`src/rtl/mprj_wb_watchdog.sv`:
```
// mprj_wb_watchdog: Wishbone pass-through that terminates user-project transfers which never ack
//
// Ports:
//   core_clk, core_rst         clock, asynchronous active-high reset
//   m_cyc_i..m_dat_i           request from the management core
//   m_ack_o, m_dat_o           response to the management core (ERR_DATA on timeout)
//   s_cyc_o..s_dat_o           request forwarded to the user project, driven only in ACTIVE
//   s_ack_i, s_dat_i           response from the user project
//   clr_count                  synchronous clear of timeout_count
//   timeout_irq                one-cycle pulse per timeout
//   timeout_count              saturating count of timeouts
module mprj_wb_watchdog #(
    parameter int          TIMEOUT  = 255,
    parameter logic [31:0] ERR_DATA = 32'hDEADBEEF
) (
    input  logic        core_clk,
    input  logic        core_rst,
    input  logic        m_cyc_i,
    input  logic        m_stb_i,
    input  logic        m_we_i,
    input  logic [3:0]  m_sel_i,
    input  logic [31:0] m_adr_i,
    input  logic [31:0] m_dat_i,
    output logic        m_ack_o,
    output logic [31:0] m_dat_o,
    output logic        s_cyc_o,
    output logic        s_stb_o,
    output logic        s_we_o,
    output logic [3:0]  s_sel_o,
    output logic [31:0] s_adr_o,
    output logic [31:0] s_dat_o,
    input  logic        s_ack_i,
    input  logic [31:0] s_dat_i,
    input  logic        clr_count,
    output logic        timeout_irq,
    output logic [7:0]  timeout_count
);
    localparam logic [15:0] TO_LAST = 16'(TIMEOUT - 1);

    typedef enum logic [1:0] {IDLE, ACTIVE, RESP} state_t;

    state_t      r_state, w_next;
    logic [15:0] r_cnt;
    logic        r_we;
    logic [3:0]  r_sel;
    logic [31:0] r_adr, r_dat, r_mdat;
    logic        r_irq;
    logic [7:0]  r_tcount;
    logic        w_active, w_accept, w_done, w_timeout;

    assign w_active  = r_state == ACTIVE;
    assign w_accept  = r_state == IDLE && m_cyc_i && m_stb_i;
    // An ack on the last allowed cycle wins over the timeout; a dropped cyc aborts both.
    assign w_done    = w_active && m_cyc_i && s_ack_i;
    assign w_timeout = w_active && m_cyc_i && !s_ack_i && r_cnt == TO_LAST;

    always_comb begin
        w_next = r_state;
        unique case (r_state)
            IDLE:    w_next = w_accept ? ACTIVE : IDLE;
            ACTIVE:  w_next = !m_cyc_i ? IDLE : (w_done || w_timeout) ? RESP : ACTIVE;
            RESP:    w_next = IDLE;
            default: w_next = IDLE;
        endcase
    end

    always_ff @(posedge core_clk or posedge core_rst) begin
        if (core_rst) begin
            r_state  <= IDLE;
            r_cnt    <= '0;
            r_we     <= 1'b0;
            r_sel    <= '0;
            r_adr    <= '0;
            r_dat    <= '0;
            r_mdat   <= '0;
            r_irq    <= 1'b0;
            r_tcount <= '0;
        end else begin
            r_state <= w_next;
            if (w_accept) begin
                r_we  <= m_we_i;
                r_sel <= m_sel_i;
                r_adr <= m_adr_i;
                r_dat <= m_dat_i;
                r_cnt <= '0;
            end else if (w_active && !s_ack_i) begin
                r_cnt <= r_cnt + 16'd1;
            end
            if (w_done)
                r_mdat <= s_dat_i;
            else if (w_timeout)
                r_mdat <= ERR_DATA;
            r_irq <= w_timeout;
            // A clear coinciding with a timeout leaves exactly that one timeout counted.
            r_tcount <= clr_count ? {7'd0, w_timeout} :
                        (w_timeout && r_tcount != 8'hFF) ? r_tcount + 8'd1 : r_tcount;
        end
    end

    // Outputs decode straight from state so an asynchronous reset drops them at once.
    assign m_ack_o       = r_state == RESP;
    assign m_dat_o       = r_mdat;
    assign s_cyc_o       = w_active;
    assign s_stb_o       = w_active;
    assign s_we_o        = w_active && r_we;
    assign s_sel_o       = w_active ? r_sel : '0;
    assign s_adr_o       = w_active ? r_adr : '0;
    assign s_dat_o       = w_active ? r_dat : '0;
    assign timeout_irq   = r_irq;
    assign timeout_count = r_tcount;
endmodule

```
`config.mk`:
```
export PLATFORM = sky130hd
export DESIGN_NAME = mprj_wb_watchdog
export DESIGN_NICKNAME = d
export VERILOG_FILES = /design/src/rtl/mprj_wb_watchdog.sv
export SDC_FILE = /design/constraint.sdc
export NUM_CORES = 1
export LEC_CHECK = 0
export CAP_MARGIN = 10
export CORE_UTILIZATION = 25
export CTS_CLUSTER_DIAMETER = 120
export CTS_CLUSTER_SIZE = 30
export DETAILED_ROUTE_END_ITERATION = 10
export SYNTH_ARGS = -nofsm -noshare
export SYNTH_HDL_FRONTEND = slang
export SYNTH_SLANG_ARGS = --single-unit
export TNS_END_PERCENT = 5
```
`constraint.sdc`:
```
create_clock -name core_clk -period 4.8 [get_ports core_clk]
set_input_delay 0.96 -clock core_clk [delete_from_list [all_inputs] [get_ports core_clk]]
set_output_delay 0.96 -clock core_clk [all_outputs]
set_load 0.02 [all_outputs]
```
* Word-level counts from Yosys, hierarchy flattened
Cells that the tools add are included.
Storage, ports and cells: register bits 128, word-level logic and storage cells 43, output and inout port bits 113, bits of input ports 107
Cells by class: muxes and demuxes 13, equality and inequality tests 4, reduce and logical (&&, ||, !) cells 15, $add $sub $neg 2
Operators by type and width (count):
- $mux 32 | 4
- $mux 16 | 2
- $add 16x1->16 const B | 1
- $eq 16x8->1 const B | 1
- $mux 8 | 2
- $logic_and 1x1->1 | 9
- $add 8x1->8 const B | 1
- $ne 8x8->1 const B | 1
- $reduce_bool 2->1 | 3
- $mux 2 | 2
- $mux 4 | 1
- $pmux 2 s2 | 1
- $eq 2x1->1 const B | 1
- $eq 2x2->1 const B | 1
- $logic_not 2->1 | 1
- $logic_not 1->1 | 1
- $logic_or 1x1->1 | 1
- $mux 1 | 1

* Longest topological paths before layout
word-level depth 8, gate-level depth with buffers 9, depth with buffers taken out 7

* Least setup slack after synthesis
No wires, ideal clock.
path type flip-flop to output port, from register r_state[0], to output port s_dat_o[22], path slack 2.409 ns, buffers on the path 1, cell stages (with the launch flop) 5, arrival time 1.431 ns, data required time 3.840 ns, path through dfrtp_1 inv_1 nor2_1 clkbuf_1 and2_1
On the way: word-level cells in the longest chain between the ends 2
RTL lines:
- start: declaration | line 42 | state_t r_state, w_next;
- start signal: assignment | line 79 | r_state <= w_next;
- $eq 2x1->1 | line 51 | assign w_active = r_state == ACTIVE;
- via s_cyc_o | line 26 | output logic s_cyc_o,
- $mux 32 | line 108 | assign s_dat_o = w_active ? r_dat : '0;
- end: declaration | line 31 | output logic [31:0] s_dat_o,
The timed path passes the listed nets, and every way through them passes these cells.

* Worst setup path in the final report
from register r_state[0], to output port s_dat_o[19]
On the way: word-level cells in the longest chain between the ends 2
RTL lines (line):
- $eq 2x1->1 | 51
- $mux 32 | 108
Every way passes these cells.

==> impl_metrics.prom <==
# TYPE chip_impl_metric gauge
chip_impl_info{name="result_of_the_run",value="finished clean"} 1
chip_impl_metric{name="ratio_of_final_minimum_period_to_clock_period",unit="%"} 72.2
chip_impl_info{name="tritoncts_clock_tree",value="built"} 1
chip_impl_info{name="synth_area_leaders",value="sky130_fd_sc_hd__dfrtp_1 (56%), sky130_fd_sc_hd__mux2_2 (14%), sky130_fd_sc_hd__and2_1 (7.5%)"} 1
chip_impl_metric{name="final.setup.tns",unit="ns"} 0
chip_impl_info{name="cts_root_buf",value="sky130_fd_sc_hd__clkbuf_16"} 1
chip_impl_metric{name="grt_use_total",unit="%"} 13.5
chip_impl_metric{name="final-max-slew-violation-count",unit=""} 0
chip_impl_metric{name="seq_area_frac_synth",unit="%"} 55.8
chip_impl_metric{name="antenna_left",unit=""} 0
chip_impl_metric{name="design.die.area",unit="um^2"} 23600
chip_impl_metric{name="critical_path.max_fanout",unit=""} 73
chip_impl_metric{name="pin_count_of_the_biggest_net_entering_global_routing",unit=""} 74
chip_impl_metric{name="area_growth_syn_to_layout",unit="%"} 53.8
chip_impl_metric{name="remaining_drc_errors",unit=""} 0
chip_impl_metric{name="instances_no_fill",unit=""} 1022
chip_impl_metric{name="design.final.nets",unit=""} 834
chip_impl_metric{name="synth_cell_type_count",unit=""} 39
chip_impl_metric{name="timing.hold.ws",unit="ns"} 0.496
chip_impl_info{name="most-common-layout-cells",value="sky130_fd_sc_hd__clkdlybuf4s50_1 (219), sky130_fd_sc_hd__dfrtp_1 (128), sky130_fd_sc_hd__nand2_1 (71)"} 1
chip_impl_metric{name="worst_clock_skew",unit="ns"} 0.0128
chip_impl_metric{name="wl_per_cell",unit="um"} 14.8
chip_impl_metric{name="grt_pass1_vias",unit=""} 4812
chip_impl_metric{name="detailroute.via_count",unit=""} 4490
chip_impl_metric{name="achievable-frequency",unit="MHz"} 289
chip_impl_metric{name="die_height",unit="um"} 154
chip_impl_metric{name="preCtsSetupSlack",unit="ns"} 1.70
chip_impl_metric{name="synthesis.instances",unit=""} 510
chip_impl_info{name="synth_top_flop_cell",value="sky130_fd_sc_hd__dfrtp_1"} 1
chip_impl_metric{name="postSynthNetCount",unit=""} 620
chip_impl_metric{name="cts_repair_resize_count",unit=""} 0
chip_impl_metric{name="rows",unit=""} 55
chip_impl_metric{name="dr.first_iter.drc_count",unit=""} 205
chip_impl_metric{name="p_sw",unit="mW"} 1.02
chip_impl_metric{name="routability_congestion",unit=""} 0.741
chip_impl_metric{name="cell_area_after_layout",unit="um^2"} 8830
chip_impl_metric{name="internal-power",unit="mW"} 2.52
chip_impl_metric{name="cts_made_buffers",unit=""} 17
chip_impl_metric{name="numPlacedInstances",unit=""} 990
chip_impl_metric{name="timing.slew.headroom",unit="%"} 24.9
chip_impl_metric{name="insertedDiodeCount",unit=""} 0
chip_impl_info{name="most_common_cell_after_layout_fill_and_taps_aside",value="sky130_fd_sc_hd__clkdlybuf4s50_1"} 1
chip_impl_metric{name="setup_viol_count_final",unit=""} 0
chip_impl_info{name="rsz0062_at_grt",value="no"} 1
chip_impl_metric{name="power_frac_clock",unit="%"} 37.4
chip_impl_metric{name="wl",unit="um"} 15200
chip_impl_metric{name="initial_core_util",unit="%"} 25.4
chip_impl_metric{name="yosys_warnings",unit=""} 0
chip_impl_metric{name="clockBufferDepth",unit=""} 2
chip_impl_metric{name="detailedPlacementHpwl",unit="um"} 10100
chip_impl_metric{name="hold_viol_final",unit=""} 0
chip_impl_info{name="setup.worst_path.start_class",value="flop"} 1
chip_impl_metric{name="asyncSetResetFlopFracSynth",unit="%"} 100
chip_impl_metric{name="drive_above_1_share",unit="%"} 16.1
chip_impl_metric{name="place.port_buffers",unit=""} 219
chip_impl_metric{name="netlist_area",unit="um^2"} 5740
chip_impl_metric{name="htree_num_levels",unit=""} 4
chip_impl_metric{name="die_width",unit="um"} 154
chip_impl_metric{name="timing.max_cap.violations",unit=""} 0
chip_impl_metric{name="period_needed",unit="ns"} 3.46
chip_impl_metric{name="iteration_count_of_the_initial_detailed_routing_pass",unit=""} 4
chip_impl_metric{name="comb_power_share",unit="%"} 23.6
chip_impl_metric{name="worst_margin_slew",unit="ns"} 1.12
chip_impl_metric{name="yosys.area.top_type_share",unit="%"} 55.8
chip_impl_metric{name="grt_antenna_before_repair",unit=""} 0
chip_impl_metric{name="worst-endpoint-arrival",unit="ns"} 2.50
chip_impl_metric{name="clkLatencyLatePin",unit="ns"} 0.42
chip_impl_metric{name="core_area",unit="um^2"} 22600
chip_impl_metric{name="cts.sink_count",unit=""} 128
chip_impl_metric{name="power_density",unit="nW/um^2"} 401
chip_impl_metric{name="grt_pass1_wl",unit="um"} 25300
chip_impl_info{name="hold_path.class",value="reg -> reg"} 1
chip_impl_info{name="critPathCaptureType",value="output port"} 1
chip_impl_metric{name="critical_path_required",unit="ns"} 3.84
chip_impl_metric{name="irDropWorstVdd",unit="V"} 0.000205
chip_impl_metric{name="synth.ff_latch_count",unit=""} 128
chip_impl_metric{name="floorplan.io_pins",unit=""} 220
chip_impl_metric{name="p_sw_share",unit="%"} 28.8
chip_impl_metric{name="detailed_place.area",unit="um^2"} 8230
chip_impl_info{name="synth_top_area_cell",value="sky130_fd_sc_hd__dfrtp_1"} 1
chip_impl_metric{name="postCtsHoldBufs",unit=""} 0
chip_impl_metric{name="vias_per_inst",unit=""} 4.39
chip_impl_info{name="critical_path_class",value="reg -> out"} 1
chip_impl_metric{name="clock_pin_slew_reported_for_the_worst_setup_and_hold_paths_after_clock_tree_synthesis",unit="ns"} 0.06
chip_impl_metric{name="edff_count_synth",unit=""} 0
chip_impl_metric{name="setup_ws",unit="ns"} 1.34
chip_impl_metric{name="avgSynthCellArea",unit="um^2"} 11.3
chip_impl_metric{name="seqPwrFrac",unit="%"} 39.0
chip_impl_metric{name="p_leak",unit="nW"} 3.68
chip_impl_metric{name="grt.overflow.total",unit=""} 0
chip_impl_metric{name="setup_bufs_post_cts",unit=""} 0
[worst max-delay path, stage by stage, from the launching register on]
cell                              delay [ns]
sky130_fd_sc_hd__dfrtp_1                0.45
sky130_fd_sc_hd__inv_1                  0.12
sky130_fd_sc_hd__nor2_4                 0.10
sky130_fd_sc_hd__buf_4                  0.50
sky130_fd_sc_hd__and2_1                 0.22
sky130_fd_sc_hd__clkdlybuf4s50_1        0.63
[synthesized netlist by cell type (3+ instances only)]
| cell type | instances |
|---|---|
| sky130_fd_sc_hd__dfrtp_1 | 128 |
| sky130_fd_sc_hd__nand2_1 | 71 |
| sky130_fd_sc_hd__and2_1 | 69 |
| sky130_fd_sc_hd__mux2_2 | 69 |
| sky130_fd_sc_hd__o21ai_0 | 39 |
| sky130_fd_sc_hd__nor2_1 | 24 |
| sky130_fd_sc_hd__clkbuf_1 | 14 |
| sky130_fd_sc_hd__buf_2 | 13 |
| sky130_fd_sc_hd__xor2_1 | 11 |
| sky130_fd_sc_hd__nand4_1 | 10 |
| sky130_fd_sc_hd__nand3_1 | 9 |
| sky130_fd_sc_hd__nor3_1 | 5 |
| sky130_fd_sc_hd__a21oi_1 | 4 |
| sky130_fd_sc_hd__inv_1 | 4 |
| sky130_fd_sc_hd__and4_1 | 3 |
| sky130_fd_sc_hd__ha_1 | 3 |
| sky130_fd_sc_hd__nor4b_1 | 3 |
| sky130_fd_sc_hd__xnor2_1 | 3 |
[registers in the layout, summed over array words and instances (netlist names)]
| name | flops |
|---|---|
| m_dat_o | 32 |
| r_adr | 32 |
| r_dat | 32 |
| r_cnt | 16 |
| timeout_count | 8 |
| r_sel | 4 |
| r_state | 2 |
| r_we | 1 |
| timeout_irq | 1 |
[per-stage QoR]
step | power, mW | util, %
6_report | 3.54 | 39.1
5_1_grt | 3.72 | 39.1
4_1_cts | 3.60 | 39.1
3_5_place_dp | 2.25 | 36.5
3_3_place_gp | 2.23 | 36.5
2_1_floorplan | 1.82 | -
[final cells by class]
class	instances	area (um^2)
clock inverter	15	173
multi-input combinational	349	2410
timing repair buffer	224	2240
clock buffer	17	425
inverter	4	17.5
tap	285	357
fill	2236	13700
sequential	128	3200
[cells by family after synthesis]
group | count (synthesis) | synth area share, %
buffers and inverters | 33 | 2.64
AO/OA/AOI/OAI | 50 | 5.17
multiplexers | 72 | 14.1
XOR/XNOR | 14 | 2.14
flip-flops | 128 | 55.8
adder cells (fa/ha/maj) | 3 | 0.654
AND/OR/NAND/NOR | 210 | 19.5
[power groups by stage]
stage                     registers (mW)  clock network, mW  logic, mW
after floorplan                     1.46                  0      0.353
after global placement              1.39                  0      0.843
after detailed placement            1.40                  0      0.847
after CTS                           1.38               1.37      0.850
after global routing                1.41               1.41      0.903
final                               1.38               1.32      0.836
[routing by layer]
metal	GRT usage [%]	up-vias	routed length [um]	part of all wire, %
met1	16.2	2174	6450	43
met5	0	-	0	0
met4	4.81	0	186	1.2
li1	-	2147	-	-
met2	21.6	159	7080	47
met3	5.81	10	1450	9.6
[final timing paths]
path / startpoint / endpoint / slack (ns) / cells past startpoint
setup / recovery: r_state[0] / s_dat_o[19] / 1.34 / 5
hold / removal: r_adr[20] / r_adr[20] / 0.50 / 1
setup reg to reg: r_state[0] / m_dat_o[30] / 2.11 / 6
hold reg to reg: r_adr[20] / r_adr[20] / 0.50 / 1
max in group asynchronous: core_rst / r_we / 2.86 / 3
min in group asynchronous: core_rst / r_dat[6] / 1.03 / 2
No activity file was read; power rests on OpenSTA's default activity.
